--- src/rtl/rx_pkt_parser.sv ---
// Byte-stream packet parser: assembles big-endian words, decodes the packet type and
// commits node-info fields with a one-cycle en_MNI strobe; malformed packets raise pkt_err.
module rx_pkt_parser #(
    parameter int unsigned BYTE_WIDTH = 8,
    parameter int unsigned WORD_WIDTH = 16,
    parameter int unsigned MAX_WORDS  = 16
) (
    input  logic                  clk,
    input  logic                  nrst,
    input  logic [BYTE_WIDTH-1:0] in_byte,
    input  logic                  in_valid,
    input  logic                  in_last,
    output logic                  in_ready,
    output logic [2:0]            fPktType,
    output logic [WORD_WIDTH-1:0] src_id,
    output logic [WORD_WIDTH-1:0] hops,
    output logic [WORD_WIDTH-1:0] ch_ID,
    output logic [WORD_WIDTH-1:0] e_threshold,
    output logic [WORD_WIDTH-1:0] timeslot,
    output logic                  en_MNI,
    output logic                  pkt_err,
    output logic [7:0]            err_cnt
);

    localparam int unsigned CNT_W = $clog2(MAX_WORDS + 1);
    localparam int unsigned ERR_W = 8;

    localparam logic [2:0] T_HB  = 3'b000;
    localparam logic [2:0] T_CHE = 3'b001;
    localparam logic [2:0] T_TS  = 3'b100;
    localparam logic [2:0] T_NONE = 3'b111;

    typedef enum logic [2:0] {
        S_HDR,
        S_LEN,
        S_WHI,
        S_WLO,
        S_EMIT,
        S_DROP
    } state_t;

    state_t                state, state_d;
    logic [2:0]            pkt_type, pkt_type_d;
    logic [CNT_W-1:0]      n_words, n_words_d;
    logic [CNT_W-1:0]      idx, idx_d;
    logic [BYTE_WIDTH-1:0] hi_byte, hi_byte_d;
    logic [WORD_WIDTH-1:0] sh_src, sh_src_d;
    logic [WORD_WIDTH-1:0] sh_hops, sh_hops_d;
    logic [WORD_WIDTH-1:0] sh_ch, sh_ch_d;
    logic [WORD_WIDTH-1:0] sh_eth, sh_eth_d;
    logic [WORD_WIDTH-1:0] sh_ts, sh_ts_d;
    logic                  emit_d;
    logic                  err_d;
    logic                  xfer;
    logic [WORD_WIDTH-1:0] word;

    // Smallest payload that carries every field of the given type
    function automatic logic [BYTE_WIDTH-1:0] min_words(input logic [2:0] t);
        case (t)
            T_HB, T_TS: min_words = BYTE_WIDTH'(3);
            T_CHE:      min_words = BYTE_WIDTH'(2);
            default:    min_words = BYTE_WIDTH'(1);
        endcase
    endfunction

    // Next-state, shadow capture and strobe decode
    always_comb begin
        state_d    = state;
        pkt_type_d = pkt_type;
        n_words_d  = n_words;
        idx_d      = idx;
        hi_byte_d  = hi_byte;
        sh_src_d   = sh_src;
        sh_hops_d  = sh_hops;
        sh_ch_d    = sh_ch;
        sh_eth_d   = sh_eth;
        sh_ts_d    = sh_ts;
        emit_d     = 1'b0;
        err_d      = 1'b0;
        xfer       = in_valid & in_ready;
        word       = WORD_WIDTH'({hi_byte, in_byte});

        case (state)
            S_HDR: begin
                if (xfer) begin
                    pkt_type_d = in_byte[BYTE_WIDTH-1 -: 3];
                    if (in_last) begin
                        err_d = 1'b1;
                    end else begin
                        state_d = S_LEN;
                    end
                end
            end
            S_LEN: begin
                if (xfer) begin
                    n_words_d = CNT_W'(in_byte);
                    idx_d     = '0;
                    if (in_last) begin
                        err_d   = 1'b1;
                        state_d = S_HDR;
                    end else if (in_byte == '0 || in_byte > BYTE_WIDTH'(MAX_WORDS)
                                 || in_byte < min_words(pkt_type)) begin
                        state_d = S_DROP;
                    end else begin
                        state_d = S_WHI;
                    end
                end
            end
            S_WHI: begin
                if (xfer) begin
                    hi_byte_d = in_byte;
                    if (in_last) begin
                        err_d   = 1'b1;
                        state_d = S_HDR;
                    end else begin
                        state_d = S_WLO;
                    end
                end
            end
            S_WLO: begin
                if (xfer) begin
                    // Route the completed word into the shadow its type maps it to
                    case (idx)
                        CNT_W'(0): sh_src_d = word;
                        CNT_W'(1): begin
                            if (pkt_type == T_HB) sh_hops_d = word;
                            if (pkt_type == T_CHE || pkt_type == T_TS) sh_ch_d = word;
                        end
                        CNT_W'(2): begin
                            if (pkt_type == T_HB) sh_eth_d = word;
                            if (pkt_type == T_TS) sh_ts_d = word;
                        end
                        default: ;
                    endcase
                    if (idx == n_words - CNT_W'(1)) begin
                        if (in_last) begin
                            emit_d  = 1'b1;
                            state_d = S_EMIT;
                        end else begin
                            state_d = S_DROP;
                        end
                    end else if (in_last) begin
                        err_d   = 1'b1;
                        state_d = S_HDR;
                    end else begin
                        idx_d   = idx + CNT_W'(1);
                        state_d = S_WHI;
                    end
                end
            end
            S_EMIT: state_d = S_HDR;
            S_DROP: begin
                if (xfer && in_last) begin
                    err_d   = 1'b1;
                    state_d = S_HDR;
                end
            end
            default: state_d = S_HDR;
        endcase
    end

    // State, shadows and registered outputs; fields commit on the edge into EMIT
    always_ff @(posedge clk) begin
        if (!nrst) begin
            state       <= S_HDR;
            pkt_type    <= T_NONE;
            n_words     <= '0;
            idx         <= '0;
            hi_byte     <= '0;
            sh_src      <= '0;
            sh_hops     <= '0;
            sh_ch       <= '0;
            sh_eth      <= '0;
            sh_ts       <= '0;
            in_ready    <= 1'b1;
            fPktType    <= T_NONE;
            src_id      <= '0;
            hops        <= '0;
            ch_ID       <= '0;
            e_threshold <= '0;
            timeslot    <= '0;
            en_MNI      <= 1'b0;
            pkt_err     <= 1'b0;
            err_cnt     <= '0;
        end else begin
            state    <= state_d;
            pkt_type <= pkt_type_d;
            n_words  <= n_words_d;
            idx      <= idx_d;
            hi_byte  <= hi_byte_d;
            sh_src   <= sh_src_d;
            sh_hops  <= sh_hops_d;
            sh_ch    <= sh_ch_d;
            sh_eth   <= sh_eth_d;
            sh_ts    <= sh_ts_d;
            in_ready <= (state_d != S_EMIT);
            en_MNI   <= emit_d;
            pkt_err  <= err_d;
            if (err_d && err_cnt != '1) begin
                err_cnt <= err_cnt + ERR_W'(1);
            end
            if (emit_d) begin
                fPktType <= pkt_type;
                src_id   <= sh_src_d;
                if (pkt_type == T_HB) begin
                    hops        <= sh_hops_d;
                    e_threshold <= sh_eth_d;
                end
                if (pkt_type == T_CHE || pkt_type == T_TS) begin
                    ch_ID <= sh_ch_d;
                end
                if (pkt_type == T_TS) begin
                    timeslot <= sh_ts_d;
                end
            end
        end
    end

endmodule

--- config.mk ---
export PLATFORM = sky130hd
export DESIGN_NAME = rx_pkt_parser
export DESIGN_NICKNAME = d
export VERILOG_FILES = /design/src/rtl/rx_pkt_parser.sv
export SDC_FILE = /design/constraint.sdc
export NUM_CORES = 1
export LEC_CHECK = 0
export CAP_MARGIN = 15
export CORE_ASPECT_RATIO = 1.25
export CORE_MARGIN = 5
export CORE_UTILIZATION = 40
export DETAILED_ROUTE_END_ITERATION = 8
export GPL_ROUTABILITY_DRIVEN = 1
export PLACE_DENSITY_LB_ADDON = 0.05
export SYNTH_ARGS = -nofsm -noshare
export SYNTH_HDL_FRONTEND = slang
export SYNTH_SLANG_ARGS = --single-unit
export TNS_END_PERCENT = 5
--- constraint.sdc ---
create_clock -name clk -period 3 [get_ports clk]
set_input_delay 0.3 -clock clk [delete_from_list [all_inputs] [get_ports clk]]
set_output_delay 0.3 -clock clk [all_outputs]
set_load 0.01 [all_outputs]
* After elaboration in Yosys (flattened, before gate mapping) *
Index checks and enable logic that the tools add are counted.

word-level totals
  output and inout bits = 94
  bits in registers = 198
  latch bits = 0
  logic and storage cells = 110
  memories = 0
  bits in read-only memories = 0
  bits of input ports = 12
  RAM bits = 0

cells by class
  multiply operators = 0
  $lt $le $gt $ge = 2
  muxes and demuxes = 50
  reductions and logical operators = 19
  shift-type cells = 0
  add/subtract/negate cells = 3
  divide/modulo/power cells = 0
  equal/unequal tests = 15
  bitwise logic cells = 1

operator list
  cell                                                            count
  two-way mux 16 bit                                              19
  two-way mux 3 bit                                               9
  two-way mux 8 bit                                               3
  two-way mux 5 bit                                               4
  case mux 3 bit (5 select lines)                                 1
  AND reduction 2 bit                                             6
  case mux 5 bit (2 select lines)                                 1
  two-way mux 1 bit                                               9
  adder 8 x 1 -> 8 bit (second input constant)                    1
  greater-than comparator 8 x 5 -> 1 bit (second input constant)  1
  zero test 8 bit                                                 1
  < comparator 8 bit                                              1
  != test 2 bit (second input constant)                           4
  != test 8 bit (second input constant)                           1
  == test 3 x 1 -> 1 bit (second input constant)                  2
  == test 3 x 2 -> 1 bit (second input constant)                  2
  == test 3 bit (second input constant)                           2
  zero test 3 bit                                                 2
  adder 5 x 1 -> 5 bit (second input constant)                    1
  == test 5 x 1 -> 1 bit (second input constant)                  1
  == test 5 x 2 -> 1 bit (second input constant)                  1
  == test 5 bit                                                   1
  zero test 5 bit                                                 1
  AND reduction 5 bit                                             1
  11 further kinds                                                15

* Longest topological paths before layout *
Gate-level depths: netlist of the first run.

  word-level depth = 13
  depth in mapped cells = 10
  gate-level depth less buffers = 7

* Worst setup path before layout of the first run *
No wires, ideal clock.

  path kind = reg2reg
  start point = register pkt_type[2] (netlist name)
  end point = register en_MNI
  stages on the path, launching flop included = 9
  buffers on the path = 1
  setup slack = 864 ps
  setup time = 60 ps
  data required time = 2,940 ps
  arrival time = 2,077 ps
  path through = dfxtp_1 -> buf_4 -> a21o_1 -> ha_1 -> nor4bb_1 -> o31ai_1 -> or4_1 -> a32oi_1 -> and3_1

RTL lines
  what                  line  source
  to (signal assigned)  197   en_MNI <= emit_d;
  to (decl)             20    output logic en_MNI,

* Final worst setup path of the first run *
  start point = register n_words[0]
  end point = register ch_ID[6]

between the ends
  cells in the longest elaborated chain, start to end = 6

RTL lines
  what                           line  source
  from (decl)                    44    logic [CNT_W-1:0] n_words, n_words_d;
  from (signal assigned)         188   n_words <= n_words_d;
  subtractor 5 x 1 -> 5 bit      135   if (idx == n_words - CNT_W'(1)) begin
  == test 5 bit                  135
  two-way mux 1 bit              135
  two-way mux 1 bit              121   if (xfer) begin
  two-way mux 1 bit              83    case (state)
  AND reduction 2 bit (no line)  --
  to (signal assigned)           210   ch_ID <= sh_ch_d;
  to (decl)                      17    output logic [WORD_WIDTH-1:0] ch_ID,

Every way passes these cells.
A chain may end at the register's enable or synchronous reset.

==> impl_metrics.ini, run 1 <==
[clock_network]
clk_path_buf_depth = 2
cts_buffers = 17
numClockSinks = 198
clk_latency_ns = 0.44
postCtsHoldBufs = 0
post_cts.repair.setup_buffers = 0
cts_resized = 0
cts_tree = done
clock-root-buffer = clkbuf_16
htree_levels = 4
clk_pin_slew_worst_paths_ns = 0.07

[flow_run]
drv_cap = 0

[floorplanning]
die_area_um2 = 23200
core_area_um2 = 20000
die_h_um = 169
initial_core_util_pct = 40.5
die_w_um = 137
num_rows = 58
num_io_pins = 106

[synthesis]
synth-xor-area-share_pct = 0.865
synth_top_family_by_area = compound AO/OA/AOI/OAI gates
synth_area_um2 = 8100
synth_common_cells = 198 x dfxtp_1, 116 x nand2_1, 90 x a21oi_1
async_flop_share_pct = 0
synth_flop_cell = dfxtp_1
syn_avg_cell_area_um2 = 9.14
synth_compound_area_share_pct = 19.1
ys_ff_latch = 198
yosysTopAreaCell = dfxtp_1
yosysMostFrequentCell = dfxtp_1
yosysWarnings = 0
ys_types = 53
synth_fa_ha_area_share_pct = 1.08
synthMuxAreaShare_pct = 7.29
yosys.area_share.simple_pct = 17.6
ys_top_cells_by_area = dfxtp_1 49%, mux2i_1 7.3%, a21oi_1 5.6%
synth_cells = 887
synth_edf_count = 0
synth_nets = 906
synth_top_area_share_pct = 48.9
ys_seq_area_share_pct = 48.9

[cells_and_area]
diodes = 0
fin_nets = 973
multi_input_area_um2 = 3740
fillers = 1919
final_layout_size_suffix_gt1_share_pct = 9.00
area_delta_synth_final_pct = 23.1
seqCellArea_um2 = 3960

[global_routing]
track_usage_pct = 19.7
grt_pass1_wl_um = 35600
grt_overflow = 0
grt_max_degree = 117
antenna_found_initial = 0
grt_pass1_vias = 6418

[timing]
rsz0062_at_grt = false
tightestPinTransition_ns = 0.881
relSlewSlack_pct = 41.0
clock_skew_ns = 0.00796
setup_violations = 0
fin_crit_sh_pct = 83.9
setup_tns_ns = 0
slew_viol_final = 0
final-hold-violation-count = 0
post-route-min-period_ns = 2.52
fmax_mhz = 397
worst_slack_ns = 0.484

[critical_path]
cp_slowest_stage_delay_ns = 0.55
r2r_start = n_words[0]
cp_slowest_cell = and2_1
r2r-end = ch_ID[6]
cp_cell_sequence = inv_1 > ha_1 > xor2_1 > o21ai_0 > o2111a_4 > and2_1 > a211oi_1
required_ns = 3.30
crit_arrival_ns = 2.81
critPathKind = flop to flop
path_max_fanout = 19
start_kind = flop
end_kind = flop
r2r_cells = 7
r2r_slack_ns = 0.48

[place]
io_buffers = 105
place_congestion = 0.853
post-dp-hpwl_um = 15000
post-place-ws_ns = 0.420

[routing]
drt_wl_total_um = 22900
num_vias = 6752
drc = 0
drt_first_pass_iters = 5
wl_per_cell_um = 18.5
viasPerCell = 5.46
drt_iter0_markers = 479
detail-route-antenna-nets = 0

[power_and_ir_drop]
peakVddDrop_v = 0.000363
p_leak_nw = 3.85
pwr_density_cell_nw_per_um2 = 527

[worst_hold_path]
hold_end = hops[0]
hold_start = nrst
min_path_cells = 2
hp-class = primary input to flop

[outcome]
status = finished, final reports clean
==> cell usage in the layout (no fill, tap or decap), types with 3 or more instances in the layout <==
| master | netlist | routed |
|---|---|---|
| inv_8 | 0 | 5 |
| nand4_1 | 21 | 21 |
| a21oi_1 | 90 | 90 |
| clkbuf_16 | 0 | 17 |
| inv_6 | 0 | 5 |
| and2_1 | 6 | 6 |
| o21ai_0 | 6 | 6 |
| nor3_2 | 2 | 3 |
| inv_1 | 6 | 6 |
| nand2_1 | 116 | 116 |
| xnor2_1 | 3 | 3 |
| a22oi_1 | 17 | 17 |
| nor3_1 | 5 | 4 |
| clkdlybuf4s50_1 | 0 | 104 |
| mux2i_1 | 59 | 59 |
| nand3_1 | 49 | 49 |
| nor2_1 | 72 | 72 |
| buf_4 | 4 | 30 |
| or4_1 | 4 | 4 |
| o31ai_1 | 3 | 3 |
| ha_1 | 7 | 7 |
| dfxtp_1 | 198 | 198 |
| nor4bb_1 | 3 | 3 |
| xor2_1 | 5 | 5 |
| o211a_1 | 34 | 34 |
| a311oi_2 | 13 | 13 |
| nand2b_1 | 9 | 9 |
| a211oi_1 | 35 | 35 |
| and3_1 | 6 | 6 |
==> registers in the layout, summed over array words and instances, names as in the netlist, 3 cells and up <==
signal,flops
timeslot,16
ch_ID,16
idx,5
err_cnt,8
sh_ch,16
hi_byte,8
sh_hops,16
state,3
hops,16
src_id,16
sh_ts,16
pkt_type,3
e_threshold,16
sh_src,16
fPktType,3
n_words,5
sh_eth,16
==> how the worst max path moves through the flow <==
stage                 from        end  slack [ns]
3_3_place_gp    in_byte[1]     en_MNI        0.45
3_5_place_dp      in_valid    hops[7]        0.42
4_1_cts         n_words[0]   ch_ID[4]        0.46
5_1_grt         n_words[0]  ch_ID[12]        0.27
2_1_floorplan  pkt_type[2]     en_MNI        0.86
6_report        n_words[0]   ch_ID[6]        0.48
==> routing by layer <==
metal	wire, um	part of all wire [%]	vias to the layer above	GRT usage, %
met1	9880	43	3229	25.0
li1	-	-	3283	-
met4	614	2.7	0	6.99
met3	1140	5.0	45	3.83
met2	11200	49	195	33.2
met5	0	0	-	0
==> critical path, delay by kind of cell, from the launching register on <==
| family | cells | cell delay, ns |
|---|---|---|
| DFF | 1 | 0.39 |
| and+or+nand+nor | 1 | 0.55 |
| AOI/OAI and AO/OA | 3 | 0.99 |
| buffers and inverters | 1 | 0.06 |
| adders and majority gates | 1 | 0.24 |
| xor gates and xnor gates | 1 | 0.15 |
==> where the power goes <==
| part | switching [mW] | internal, mW | total (mW) |
|---|---|---|---|
| Combinational | 0.143 | 0.0713 | 0.215 |
| Clock | 1.08 | 1.30 | 2.38 |
| Sequential | 0.0258 | 2.64 | 2.66 |
| Total | 1.25 | 4.01 | 5.26 |
==> kinds of logic (layout without fill, tap and decap cells) <==
kind of cell             after synthesis  count (layout)
AO/OA/AOI/OAI                        212             212
XOR/XNOR                               8               8
adder cells (fa/ha/maj)                7               7
buffers and inverters                 95             175
flip-flops                           198             198
multiplexers                          59              59
AND/OR/NAND/NOR                      308             308
==> area by class of cell <==
| type | count | area share [%] |
|---|---|---|
| well taps | 270 | 3.39 |
| flip-flops and latches | 198 | 39.7 |
| clock buffers | 18 | 4.40 |
| multi-input cells | 594 | 37.5 |
| inverters | 7 | 0.288 |
| clock inverters | 14 | 1.77 |
| repair buffers | 136 | 12.9 |
==> through the flow <==
stage | hold slack [ns] | utilization [%] | cell area, um^2 | std cells | power [mW]
after CTS | 0.219 | 49.8 | 9980 | 1237 | 5.30
after global placement | 0.438 | 46.7 | 9360 | 1205 | 2.93
after global routing | 0.213 | 49.8 | 9980 | 1237 | 5.44
after detailed placement | 0.447 | 46.7 | 9360 | 1205 | 2.94
after floorplan | 0.432 | - | 8100 | 887 | 2.86
final | 0.236 | 49.8 | 9980 | 1237 | 5.26
(Power assumes the default switching activity.)
==> inputs of run 2 (changes only) <==
- clock period: 3 -> 2.15 ns (I/O delays scaled with it)
==> impl_metrics.ini, run 2 (same netlist as run 1, synthesis figures left out) <==
[routing]
viasPerCell = 5.46
drt_iter0_markers = 467
drc = 0
wl_per_cell_um = 18.4
drt_wl_total_um = 23500
num_vias = 6978
detail-route-antenna-nets = 0
drt_first_pass_iters = 5

[cells_and_area]
final_layout_size_suffix_gt1_share_pct = 14.3
layout_common_cells = 197 x dfxtp_1, 116 x nand2_1, 104 x clkdlybuf4s50_1
final_util_pct = 52.4
fin_nets = 1014
area_delta_synth_final_pct = 29.4
fillers = 1870
diodes = 0
mostFrequentLayoutCell = dfxtp_1

[clock_network]
htree_levels = 4
clock-root-buffer = clkbuf_16
clk_path_buf_depth = 2
clk_latency_ns = 0.44
clk_pin_slew_worst_paths_ns = 0.07
cts_tree = done
numClockSinks = 198
postCtsHoldBufs = 0
cts_buffers = 17

[timing]
tightestPinTransition_ns = 0.574
clock_skew_ns = 0.0112
relSlewSlack_pct = 61.7
fin_crit_sh_pct = 98.1
post-route-min-period_ns = 2.11
setup_violations = 0
hold_ws_ns = 0.267
rsz0062_at_grt = true
final-hold-violation-count = 0
slew_viol_final = 0
fmax_mhz = 474

[floorplanning]
die_w_um = 137
initial_core_util_pct = 40.5
num_rows = 58
die_h_um = 169
core_area_um2 = 20000
num_io_pins = 106
die_area_um2 = 23200

[place]
post-dp-hpwl_um = 15900
io_buffers = 105
place_congestion = 0.863

[critical_path]
start_kind = flop
critPathKind = flop to flop
required_ns = 2.53
crit_arrival_ns = 2.49
cp_cell_sequence = a21o_1 > ha_1 > nor4bb_4 > o31ai_2 > or4_1 > a32oi_2 > and3_1
end_kind = flop
cp_slowest_stage_delay_ns = 0.54
cp_slowest_cell = or4_1
cp_top_family = simple AND/OR/NAND/NOR gates
path_buf_inv = 0
path_max_fanout = 3

[power_and_ir_drop]
p_total_mw = 7.31
pwr_density_cell_nw_per_um2 = 697
peakVddDrop_v = 0.000547
p_leak_nw = 4.12

[outcome]
status = finished, final reports clean

[worst_hold_path]
hp-class = primary input to flop

[global_routing]
track_usage_pct = 20.1
grt_overflow = 0
antenna_found_initial = 0
grt_max_degree = 49
grt_pass1_vias = 6815
grt_pass1_wl_um = 36400

[flow_run]
drv_cap = 0
==> run 2: cell count changes in the layout (fill, tap and decap cells not counted), sizes merged <==
cell,before,now
buf,32,72
bufinv,2,1
clkinv,1,6
clkinvlp,1,0
inv,17,14
o2111a,1,2
==> run 2: area by class of cell <==
type | count | area (um^2) | share of cell area (%)
Timing Repair Buffer | 176 | 1730 | 16.5
Inverter | 7 | 28.8 | 0.274
Sequential cell | 198 | 3970 | 37.8
Clock buffer | 18 | 439 | 4.19
Clock inverter | 14 | 163 | 1.55
Tap cell | 270 | 338 | 3.22
Multi-Input combinational cell | 595 | 3830 | 36.5
==> run 2: layer usage <==
layer | track usage (%) | wire length, um | vias to the layer above | part of all wire (%)
li1 | - | - | 3385 | -
met1 | 25.9 | 10500 | 3372 | 44
met2 | 33.4 | 11500 | 197 | 49
met3 | 3.17 | 1090 | 24 | 4.6
met4 | 8.07 | 512 | 0 | 2.2
met5 | 0 | 0 | - | 0
==> run 2: final timing paths <==
kind | slack, ns | end | startpoint | depth (start not counted)
max | 0.04 | en_MNI | pkt_type[2] | 7
min | 0.27 | pkt_type[2] | nrst | 3
max reg2reg | 0.04 | en_MNI | pkt_type[2] | 7
min reg2reg | 0.45 | sh_ts[4] | sh_ts[4] | 2
==> run 2: per-stage QoR <==
step	std cells	instance area (um^2)	TNS (ns)	setup slack (ns)
floorplan	887	8100	0	0.0135
global placement	1244	9770	-0.630	-0.156
detailed placement	1244	9770	-2.18	-0.177
CTS	1276	10400	-0.00129	-0.00129
global route	1278	10500	-0.0904	-0.0488
finish	1278	10500	0	0.0402
==> run 2: worst min-delay path, cell delays in order <==
cell,delay [ns]
buf_2,0.13
buf_4,0.23
nand2_1,0.08
==> run 2: report_power, final <==
| part | switching (mW) | internal, mW | total [mW] |
|---|---|---|---|
| registers | 0.0191 | 3.68 | 3.70 |
| logic | 0.237 | 0.138 | 0.374 |
| clock network | 1.54 | 1.69 | 3.23 |
| total | 1.80 | 5.51 | 7.31 |
==> run 2: timing repair <==
item | 4_1_cts | 5_1_grt
buffers inserted | 0 | 1
resized for setup | 6 | 18
pin swaps | 1 | 5
endpoints found under the setup margin | 54 | 93
gates cloned | 0 | 1
